**config.mk**
```make
export PLATFORM = sky130hd
export DESIGN_NAME = uart_tx_arbiter_flat
export DESIGN_NICKNAME = d
export VERILOG_FILES = /design/src/rtl/uart_tx_arbiter_if.sv /design/src/rtl/uart_tx_arbiter.sv /design/src/flat_wrapper.sv
export SDC_FILE = /design/constraint.sdc
export NUM_CORES = 1
export LEC_CHECK = 0
export CAP_MARGIN = 40
export CORE_UTILIZATION = 25
export CTS_CLUSTER_DIAMETER = 200
export DETAILED_ROUTE_END_ITERATION = 7
export SLEW_MARGIN = 20
export SYNTH_ARGS = -nofsm -noshare
export SYNTH_HDL_FRONTEND = slang
export SYNTH_SLANG_ARGS = --single-unit
```
**constraint.sdc**
```tcl
create_clock -name clk -period 3.02 [get_ports clk]
set_input_delay 0.302 -clock clk [delete_from_list [all_inputs] [get_ports clk]]
set_output_delay 0.302 -clock clk [all_outputs]
set_load 0.01 [all_outputs]
```
**src/rtl/uart_tx_arbiter_if.sv**
```systemverilog
// ============================================================================
// Module  : uart_tx_arbiter_if
// Brief   : Requester/UART-side bundle of the UART transmit arbiter.
// Revision: 1.0 - initial release
// ============================================================================
`default_nettype none

interface uart_tx_arbiter_if #(
  parameter int WORD_LENGTH = 8,
  parameter int NUM_REQ     = 4
);
  logic [NUM_REQ-1:0]             req;
  logic [NUM_REQ*WORD_LENGTH-1:0] data_in;
  logic [NUM_REQ-1:0]             grant;
  logic [$clog2(NUM_REQ)-1:0]     owner;
  logic [WORD_LENGTH-1:0]         DATATX;
  logic                           Transmit;
  logic                           busy;

  // Producer side: drives requests and bytes, observes grants and UART feed.
  modport master (
    output req, data_in,
    input  grant, owner, DATATX, Transmit, busy
  );

  // Arbiter side.
  modport slave (
    input  req, data_in,
    output grant, owner, DATATX, Transmit, busy
  );
endinterface

`default_nettype wire

```
**src/rtl/uart_tx_arbiter.sv**
```systemverilog
// ============================================================================
// Module  : uart_tx_arbiter
// Brief   : Round-robin share of one UART transmitter; holds off for a frame.
// Revision: 1.0 - initial release
// ============================================================================
`default_nettype none

module uart_tx_arbiter #(
  parameter int WORD_LENGTH  = 8,
  parameter int NUM_REQ      = 4,
  parameter int FRAME_CYCLES = 1024
) (
  input  wire              clk,
  input  wire              reset,
  uart_tx_arbiter_if.slave bus
);

  localparam int IW = $clog2(NUM_REQ);
  localparam int CW = $clog2(FRAME_CYCLES + 1);

  typedef logic [IW-1:0]          idx_t;
  typedef logic [NUM_REQ-1:0]     req_t;
  typedef logic [CW-1:0]          cnt_t;
  typedef logic [WORD_LENGTH-1:0] word_t;

  typedef enum logic [1:0] {
    S_IDLE = 2'd0,
    S_LOAD = 2'd1,
    S_SEND = 2'd2
  } state_t;

  localparam cnt_t CNT_LOAD = cnt_t'(FRAME_CYCLES - 1);
  localparam idx_t LAST_RST = idx_t'(NUM_REQ - 1);

  state_t state_q, state_d;
  req_t   grant_q, grant_d;
  idx_t   owner_q, owner_d;
  idx_t   last_q,  last_d;
  word_t  datatx_q, datatx_d;
  logic   transmit_q, transmit_d;
  logic   busy_q, busy_d;
  cnt_t   cnt_q, cnt_d;

  logic   win_found;
  idx_t   win_idx;
  idx_t   cand;

  // Search starts just after the last winner so every requester gets a turn.
  always_comb begin
    win_found = 1'b0;
    win_idx   = '0;
    cand      = '0;
    for (int k = 1; k <= NUM_REQ; k++) begin
      cand = idx_t'((int'(last_q) + k) % NUM_REQ);
      if (!win_found && bus.req[cand]) begin
        win_found = 1'b1;
        win_idx   = cand;
      end
    end
  end

  always_comb begin
    state_d    = state_q;
    grant_d    = '0;
    owner_d    = owner_q;
    last_d     = last_q;
    datatx_d   = datatx_q;
    transmit_d = 1'b0;
    cnt_d      = cnt_q;
    case (state_q)
      S_IDLE: begin
        if (win_found) begin
          grant_d  = req_t'(1) << win_idx;
          owner_d  = win_idx;
          last_d   = win_idx;
          datatx_d = bus.data_in[win_idx*WORD_LENGTH +: WORD_LENGTH];
          state_d  = S_LOAD;
        end
      end
      S_LOAD: begin
        transmit_d = 1'b1;
        cnt_d      = CNT_LOAD;
        state_d    = S_SEND;
      end
      S_SEND: begin
        if (cnt_q == '0) begin
          state_d = S_IDLE;
        end else begin
          cnt_d = cnt_q - cnt_t'(1);
        end
      end
      default: state_d = S_IDLE;
    endcase
    busy_d = (state_d != S_IDLE);
  end

  always_ff @(posedge clk or negedge reset) begin
    if (!reset) begin
      state_q    <= S_IDLE;
      grant_q    <= '0;
      owner_q    <= '0;
      last_q     <= LAST_RST;
      datatx_q   <= '0;
      transmit_q <= 1'b0;
      busy_q     <= 1'b0;
      cnt_q      <= '0;
    end else begin
      state_q    <= state_d;
      grant_q    <= grant_d;
      owner_q    <= owner_d;
      last_q     <= last_d;
      datatx_q   <= datatx_d;
      transmit_q <= transmit_d;
      busy_q     <= busy_d;
      cnt_q      <= cnt_d;
    end
  end

  assign bus.grant    = grant_q;
  assign bus.owner    = owner_q;
  assign bus.DATATX   = datatx_q;
  assign bus.Transmit = transmit_q;
  assign bus.busy     = busy_q;

endmodule

`default_nettype wire

```
**src/flat_wrapper.sv**
```systemverilog
// flat-port wrapper written by rule: the top's interface ports become plain ports
module uart_tx_arbiter_flat 
#(
  parameter int WORD_LENGTH  = 8,
  parameter int NUM_REQ      = 4,
  parameter int FRAME_CYCLES = 1024
)
  (clk, reset, bus_req, bus_data_in, bus_grant, bus_owner, bus_DATATX, bus_Transmit, bus_busy);
  uart_tx_arbiter_if #(.WORD_LENGTH(WORD_LENGTH), .NUM_REQ(NUM_REQ)) bus_i ();
  input  wire clk;
  input  wire reset;
  input wire logic [$bits(bus_i.req)-1:0] bus_req;
  input wire logic [$bits(bus_i.data_in)-1:0] bus_data_in;
  output wire logic [$bits(bus_i.grant)-1:0] bus_grant;
  output wire logic [$bits(bus_i.owner)-1:0] bus_owner;
  output wire logic [$bits(bus_i.DATATX)-1:0] bus_DATATX;
  output wire logic [$bits(bus_i.Transmit)-1:0] bus_Transmit;
  output wire logic [$bits(bus_i.busy)-1:0] bus_busy;
  assign bus_i.req = bus_req;
  assign bus_i.data_in = bus_data_in;
  assign bus_grant = bus_i.grant;
  assign bus_owner = bus_i.owner;
  assign bus_DATATX = bus_i.DATATX;
  assign bus_Transmit = bus_i.Transmit;
  assign bus_busy = bus_i.busy;
  uart_tx_arbiter #(.WORD_LENGTH(WORD_LENGTH), .NUM_REQ(NUM_REQ), .FRAME_CYCLES(FRAME_CYCLES)) u_core (.clk(clk), .reset(reset), .bus(bus_i));
endmodule
```
-- Word level (Yosys, flattened, before mapping)
Index checks and enable logic that the tools add are counted.
- flip-flop bits (word level): 31
- bits of input ports: 38
- output and inout port bits: 16
- word-level logic and storage cells: 58
- add/sub/neg operators: 5
- magnitude comparators: 4
- equal/unequal tests: 3
- shift operators: 2
- mux-type cells: 24
- reductions and logical operators: 12
- operators with widths (operator ; number):
    indexed part select 32 x 6 -> 8 bit ; 1
    case mux 11 bit (2 select lines) ; 1
    < comparator 2 x 3 -> 1 bit (second input constant) ; 4
    two-way mux 2 bit ; 6
    logical NOT 11 bit ; 1
    two-way mux 11 bit ; 1
    subtractor 11 x 1 -> 11 bit (second input constant) ; 1
    two-way mux 1 bit ; 9
    binary-select mux 1 bit (select 2 bit) ; 4
    two-way mux 4 bit ; 2
    case mux 2 bit (3 select lines) ; 1
    adder 2 x 1 -> 2 bit (second input constant) ; 2
    adder 2 bit (second input constant) ; 2
    AND reduction 2 bit ; 2
    nonzero test 2 bit ; 2
    left shift 1 x 2 -> 4 bit (first input constant) ; 1
    logical AND 1 bit ; 3
    logical NOT 1 bit ; 3
    equality test 2 x 1 -> 1 bit (second input constant) ; 1
    equality test 2 bit (second input constant) ; 1
    logical NOT 2 bit ; 1
    != test 2 bit (second input constant) ; 1

-- Logic depth before layout (Yosys ltp)
- depth after elaboration: 16
- mapped depth: 7
- gate-level depth less buffers: 7

-- Least setup slack after synthesis
No wires, ideal clock.
- kind: flip-flop to flip-flop
- from: register u_core.last_q[0]
- to: register u_core.datatx_q[5] (netlist: u_core.bus.DATATX[5])
- library setup time: 147 ps
- arrival time: 1560 ps
- data required time: 2873 ps
- path slack: 1313 ps
- stages on the path, launching flop included: 8
- buffers on the path: 2
- path through: dfstp_2 > nand2b_1 > a21boi_1 > o211a_1 > buf_6 > buf_12 > mux2i_1 > o221ai_2
- cells in the longest elaborated chain, start to end: 14
- elaborated cells on any way between the ends: 28
- ends and longest elaborated chain (what ; RTL line ; text):
    start: declaration ; uart_tx_arbiter.sv:38 ; idx_t last_q, last_d;
    start signal: assignment ; uart_tx_arbiter.sv:111 ; last_q <= last_d;
    adder 2 x 1 -> 2 bit ; uart_tx_arbiter.sv:54 ; cand = idx_t'((int'(last_q) + k) % NUM_REQ);
    binary-select mux 1 bit (select 2 bit) ; uart_tx_arbiter.sv:55 ; if (!win_found && bus.req[cand]) begin
    two-way mux 1 bit (implied by the code) ; uart_tx_arbiter.sv:55 ;
    two-way mux 1 bit ; uart_tx_arbiter.sv:55 ;
    logical NOT 1 bit ; uart_tx_arbiter.sv:55 ;
    logical AND 1 bit ; uart_tx_arbiter.sv:55 ;
    two-way mux 1 bit ; uart_tx_arbiter.sv:55 ;
    logical NOT 1 bit ; uart_tx_arbiter.sv:55 ;
    logical AND 1 bit ; uart_tx_arbiter.sv:55 ;
    two-way mux 1 bit ; uart_tx_arbiter.sv:55 ;
    logical NOT 1 bit ; uart_tx_arbiter.sv:55 ;
    logical AND 1 bit ; uart_tx_arbiter.sv:55 ;
    two-way mux 2 bit / two-way mux 1 bit (equally long branches) ; uart_tx_arbiter.sv:55 ;
    indexed part select 32 x 6 -> 8 bit / AND reduction 2 bit (equally long branches) ; n/a ;
    end signal: assignment ; uart_tx_arbiter.sv:112 ; datatx_q <= datatx_d;
    end: declaration ; uart_tx_arbiter.sv:39 ; word_t datatx_q, datatx_d;
Several ways; a longest one is shown, not always the timed one. The select of a mux whose other input is x is not followed.
A chain may end at the register's enable or synchronous reset.

-- Final worst setup path
- from: input bus_req[2]
- to: register u_core.datatx_q[6] (netlist: u_core.bus.DATATX[6])
- cells in the longest elaborated chain, start to end: 13
- elaborated cells on any way between the ends: 24
- ends and longest elaborated chain (what ; RTL line ; text):
    start: declaration ; flat_wrapper.sv:12 ; input wire logic [$bits(bus_i.req)-1:0] bus_req;
    binary-select mux 1 bit (select 2 bit) ; uart_tx_arbiter.sv:55 ;
    two-way mux 1 bit (implied by the code) ; uart_tx_arbiter.sv:55 ;
    two-way mux 1 bit ; uart_tx_arbiter.sv:55 ;
    logical NOT 1 bit ; uart_tx_arbiter.sv:55 ;
    logical AND 1 bit ; uart_tx_arbiter.sv:55 ;
    two-way mux 1 bit ; uart_tx_arbiter.sv:55 ;
    logical NOT 1 bit ; uart_tx_arbiter.sv:55 ;
    logical AND 1 bit ; uart_tx_arbiter.sv:55 ;
    two-way mux 1 bit ; uart_tx_arbiter.sv:55 ;
    logical NOT 1 bit ; uart_tx_arbiter.sv:55 ;
    logical AND 1 bit ; uart_tx_arbiter.sv:55 ;
    two-way mux 2 bit / two-way mux 1 bit (equally long branches) ; uart_tx_arbiter.sv:55 ;
    indexed part select 32 x 6 -> 8 bit / AND reduction 2 bit (equally long branches) ; n/a ;
Several ways; a longest one is shown, not always the timed one. The select of a mux whose other input is x is not followed.

==> results.md <==
- Port Buffers: 53
- Worst VDD drop: roughly 0.28 mV
- Syn avg cell area: between 10 and 15 µm²
- Crit Path Category: primary input to flop
- Layout cells sized above 1: about 10%
- Syn_nets: a little under 200
- Largest net degree at the start of global routing: 32
- Static Leak: approximately 0.96 nW
- Die width: roughly 83 µm
- CP max stage cell: o21ai_1
- Post-synth EDFFs: 0
- GRT Residual Overflow: 0
- Die Y: ~83 µm
- Reg-to-Reg Start: u_core.state_q[0]$_DFF_PN0_
- Synth Flop Type: dfrtp_1
- Fin crit period: about 2200 ps
- Worst EP arrival: roughly 2300 ps
- Iter 0 DRT Violations: 33
- R2r setup slk: 1020 ps
- Reg-to-Reg End: u_core.bus.DATATX[6]$_DFFE_PN0P_
- Final core utilization: a little over a third
- Antenna-violating nets left: 0
- H-tree levels: 2
- Tcrit/Tclk final: between 70% and 80%
- Crit path max fanout: 13
- Max-cap viol count: 0
- Final HPWL DP: roughly 2700 µm
- WL final: roughly 3600 µm
- Post-synthesis instance area: 1642 µm²
- #FFs+latches synth: 31
- Setup TNS: 0 ps
- WL met2: around 1600 µm
- Outcome: finished clean
- Clock root buffer: clkbuf_8
- FP Rows: 29
- Core region area: 6350 µm²
- Worst-path cell chain: clkdlybuf4s50_1 -> nor2_1 -> a211o_1 -> inv_1 -> o21ai_1 -> o221ai_1
- Met3 WL: around 250 µm
- Area grow syn2layout: 40.70%
- Post_cts resized: 0
- Via density: roughly 4.7
- Num CTS Buffers: 5
- Worst setup path endpoint: u_core.bus.DATATX[6]$_DFFE_PN0P_
- PwrDens: about 800 nW/µm²
- Total number of vias: roughly 1300
- WL/cell: ~12 µm
- Post-synthesis cell type count: 45
- Initial Util: 25.85%
- R2R cell count: 4
- GPL Wtd Cong: 0.7854
- First-pass GRT wire length: approximately 6400 µm
- N_diodes: 0
- CTS Buffer Depth: 2
- Initial antenna violation count: 0
- Asr flop ratio synth: 100.0%
- Final setup fails: 0
- Hold-fix buffers, CTS: 0
- Uppermost layer routed: met4
- Number of global-route vias before repair: roughly 1400
- Skew-Pair Late Insertion Delay: slightly below 300 ps
- RSZ-0062 raised after global routing: no
- Setup crit end kind: flop
- CTS tree: built
- Sequential-to-total area share from yosys stat: 47.41%
- Final Hold Vio Count: 0
- Fill count: between 600 and 700
- Slew @ Worst Pin: 770.5 ps
- Overall Global Routing Usage: 11.68%
- Worst path required time: 3150 ps
- Initial DRT Pass Iterations: 4
- M1 WL: between 1500 and 2000 µm
- Io pins: 54
- Max Clock Skew: between 7 and 8 ps
- Critical path origin: bus_req[2]
- Synth Instances: 155
- Layout Nets: between 200 and 300
- YS warnings: 0
- Largest stage delay on the critical path: 460 ps
- Relative slew slack: between 40% and 50%
- Slew Viols, Final: 0
- Element type at the critical path start: primary input
- Drc violations: 0
- CTS clk-pin slew, worst paths: roughly 70 ps
- Die area: between 6000 and 7000 µm²
- F_max: approximately 460 MHz
- Post-CTS Setup Inserts: 0
- Worst hold path class: primary input to asynchronous set/reset pin
- CTS sink cnt: 31
kinds of logic after synthesis:
| logic type | after synthesis | synth area share (%) |
|---|---|---|
| buffers and inverters | 12 | 5.182 |
| muxes | 17 | 10.37 |
| DFF | 31 | 47.41 |
| xor gates and xnor gates | 4 | 2.134 |
| AOI/OAI and AO/OA | 35 | 16.24 |
| and+or+nand+nor | 55 | 17.91 |
| adders and majority gates | 1 | 0.7621 |
through the flow:
stage / total power (W) / setup slack, ps / instance area, µm² / hold slack, ps / std cells
CTS: 0.001874 / 812.7 / 2310 / 413.6 / 289
floorplan: 0.001231 / 1313 / 1642 / 6.409 / 155
global placement: 0.001537 / 667.9 / 2221 / 471.8 / 281
detailed placement: 0.001548 / 501.4 / 2221 / 469.9 / 281
global route: 0.001989 / 650.6 / 2310 / 448.6 / 289
finish: 0.001842 / 856.7 / 2310 / 402.4 / 289
registers in the layout (all words and copies together), names as in the netlist:
register and cells:
u_core.state_q 2, u_core.bus.owner 2, u_core.cnt_q 11, u_core.bus.grant 4
u_core.bus.DATATX 8, u_core.bus.busy 1, u_core.bus.Transmit 1, u_core.last_q 2
final cells by class:
cell class	count	area (µm²)	share of cell area, %
clock buffers	5	68.82	2.979
clock inverters	3	20.02	0.8667
inverters	6	22.52	0.9751
multi-input cells	112	778.2	33.69
flip-flops and latches	31	778.2	33.69
well taps	77	96.34	4.171
repair buffers	55	545.5	23.62
cells in the final DEF (no fill, tap or decap), drive strengths merged, types with 3 or more instances in the layout:
master / count
inv: 6
o221ai: 8
nand3: 3
dfrtp: 29
nand2: 20
clkbuf: 5
xor2: 4
clkdlybuf4s50: 53
a21oi: 4
nor2b: 4
nor3: 5
nor2: 13
o21ai: 9
mux2i: 17
synthesized netlist by cell type, types with 2 or more instances:
library cell,n,area [µm²]
nand2_1,20,75.07
mux2i_1,17,170.2
o21ai_1,2,10.01
nor3_1,3,15.01
buf_6,3,33.78
nor2b_1,4,25.02
o221ai_1,7,61.31
nand4b_1,2,17.52
xor2_1,4,35.03
nand3_1,3,15.01
dfstp_2,2,52.55
dfrtp_1,29,725.7
inv_1,5,18.77
a21oi_1,4,20.02
nor2_1,13,48.80
o31ai_1,2,15.01
o21ai_0,7,35.03
routing by layer:
metal	track usage, %	up-vias
met5	0	-
met4	5.172	0
met3	4.175	7
met2	19.00	46
met1	13.83	622
li1	-	669
critical path: cells and delay by family:
family                 cells  cell delay (ps)
AO/OA/AOI/OAI              3             1140
buffers and inverters      2              620
AND/OR/NAND/NOR            1              230
where the power goes:
| part | total [W] | internal, W | switching (W) |
|---|---|---|---|
| Combinational | 0.000839 | 0.000427 | 0.000412 |
| Sequential | 0.000684 | 0.000569 | 0.000114 |
| Clock | 0.000319 | 0.000160 | 0.000159 |
worst min-delay path by stage:
stage	startpoint	to	slack [ps]	depth (start not counted)
finish	reset	u_core.cnt_q[10]$_DFFE_PN0P_	400	2
global route	reset	u_core.cnt_q[10]$_DFFE_PN0P_	450	2
CTS	reset	u_core.cnt_q[10]$_DFFE_PN0P_	410	2
detailed placement	u_core.bus.owner[1]$_DFFE_PN0P_	u_core.bus.owner[1]$_DFFE_PN0P_	470	2
global placement	u_core.bus.DATATX[2]$_DFFE_PN0P_	u_core.bus.DATATX[2]$_DFFE_PN0P_	470	2
floorplan	reset	u_core.bus.DATATX[0]$_DFFE_PN0P_	6	0
No activity file was read; power rests on OpenSTA's default activity.
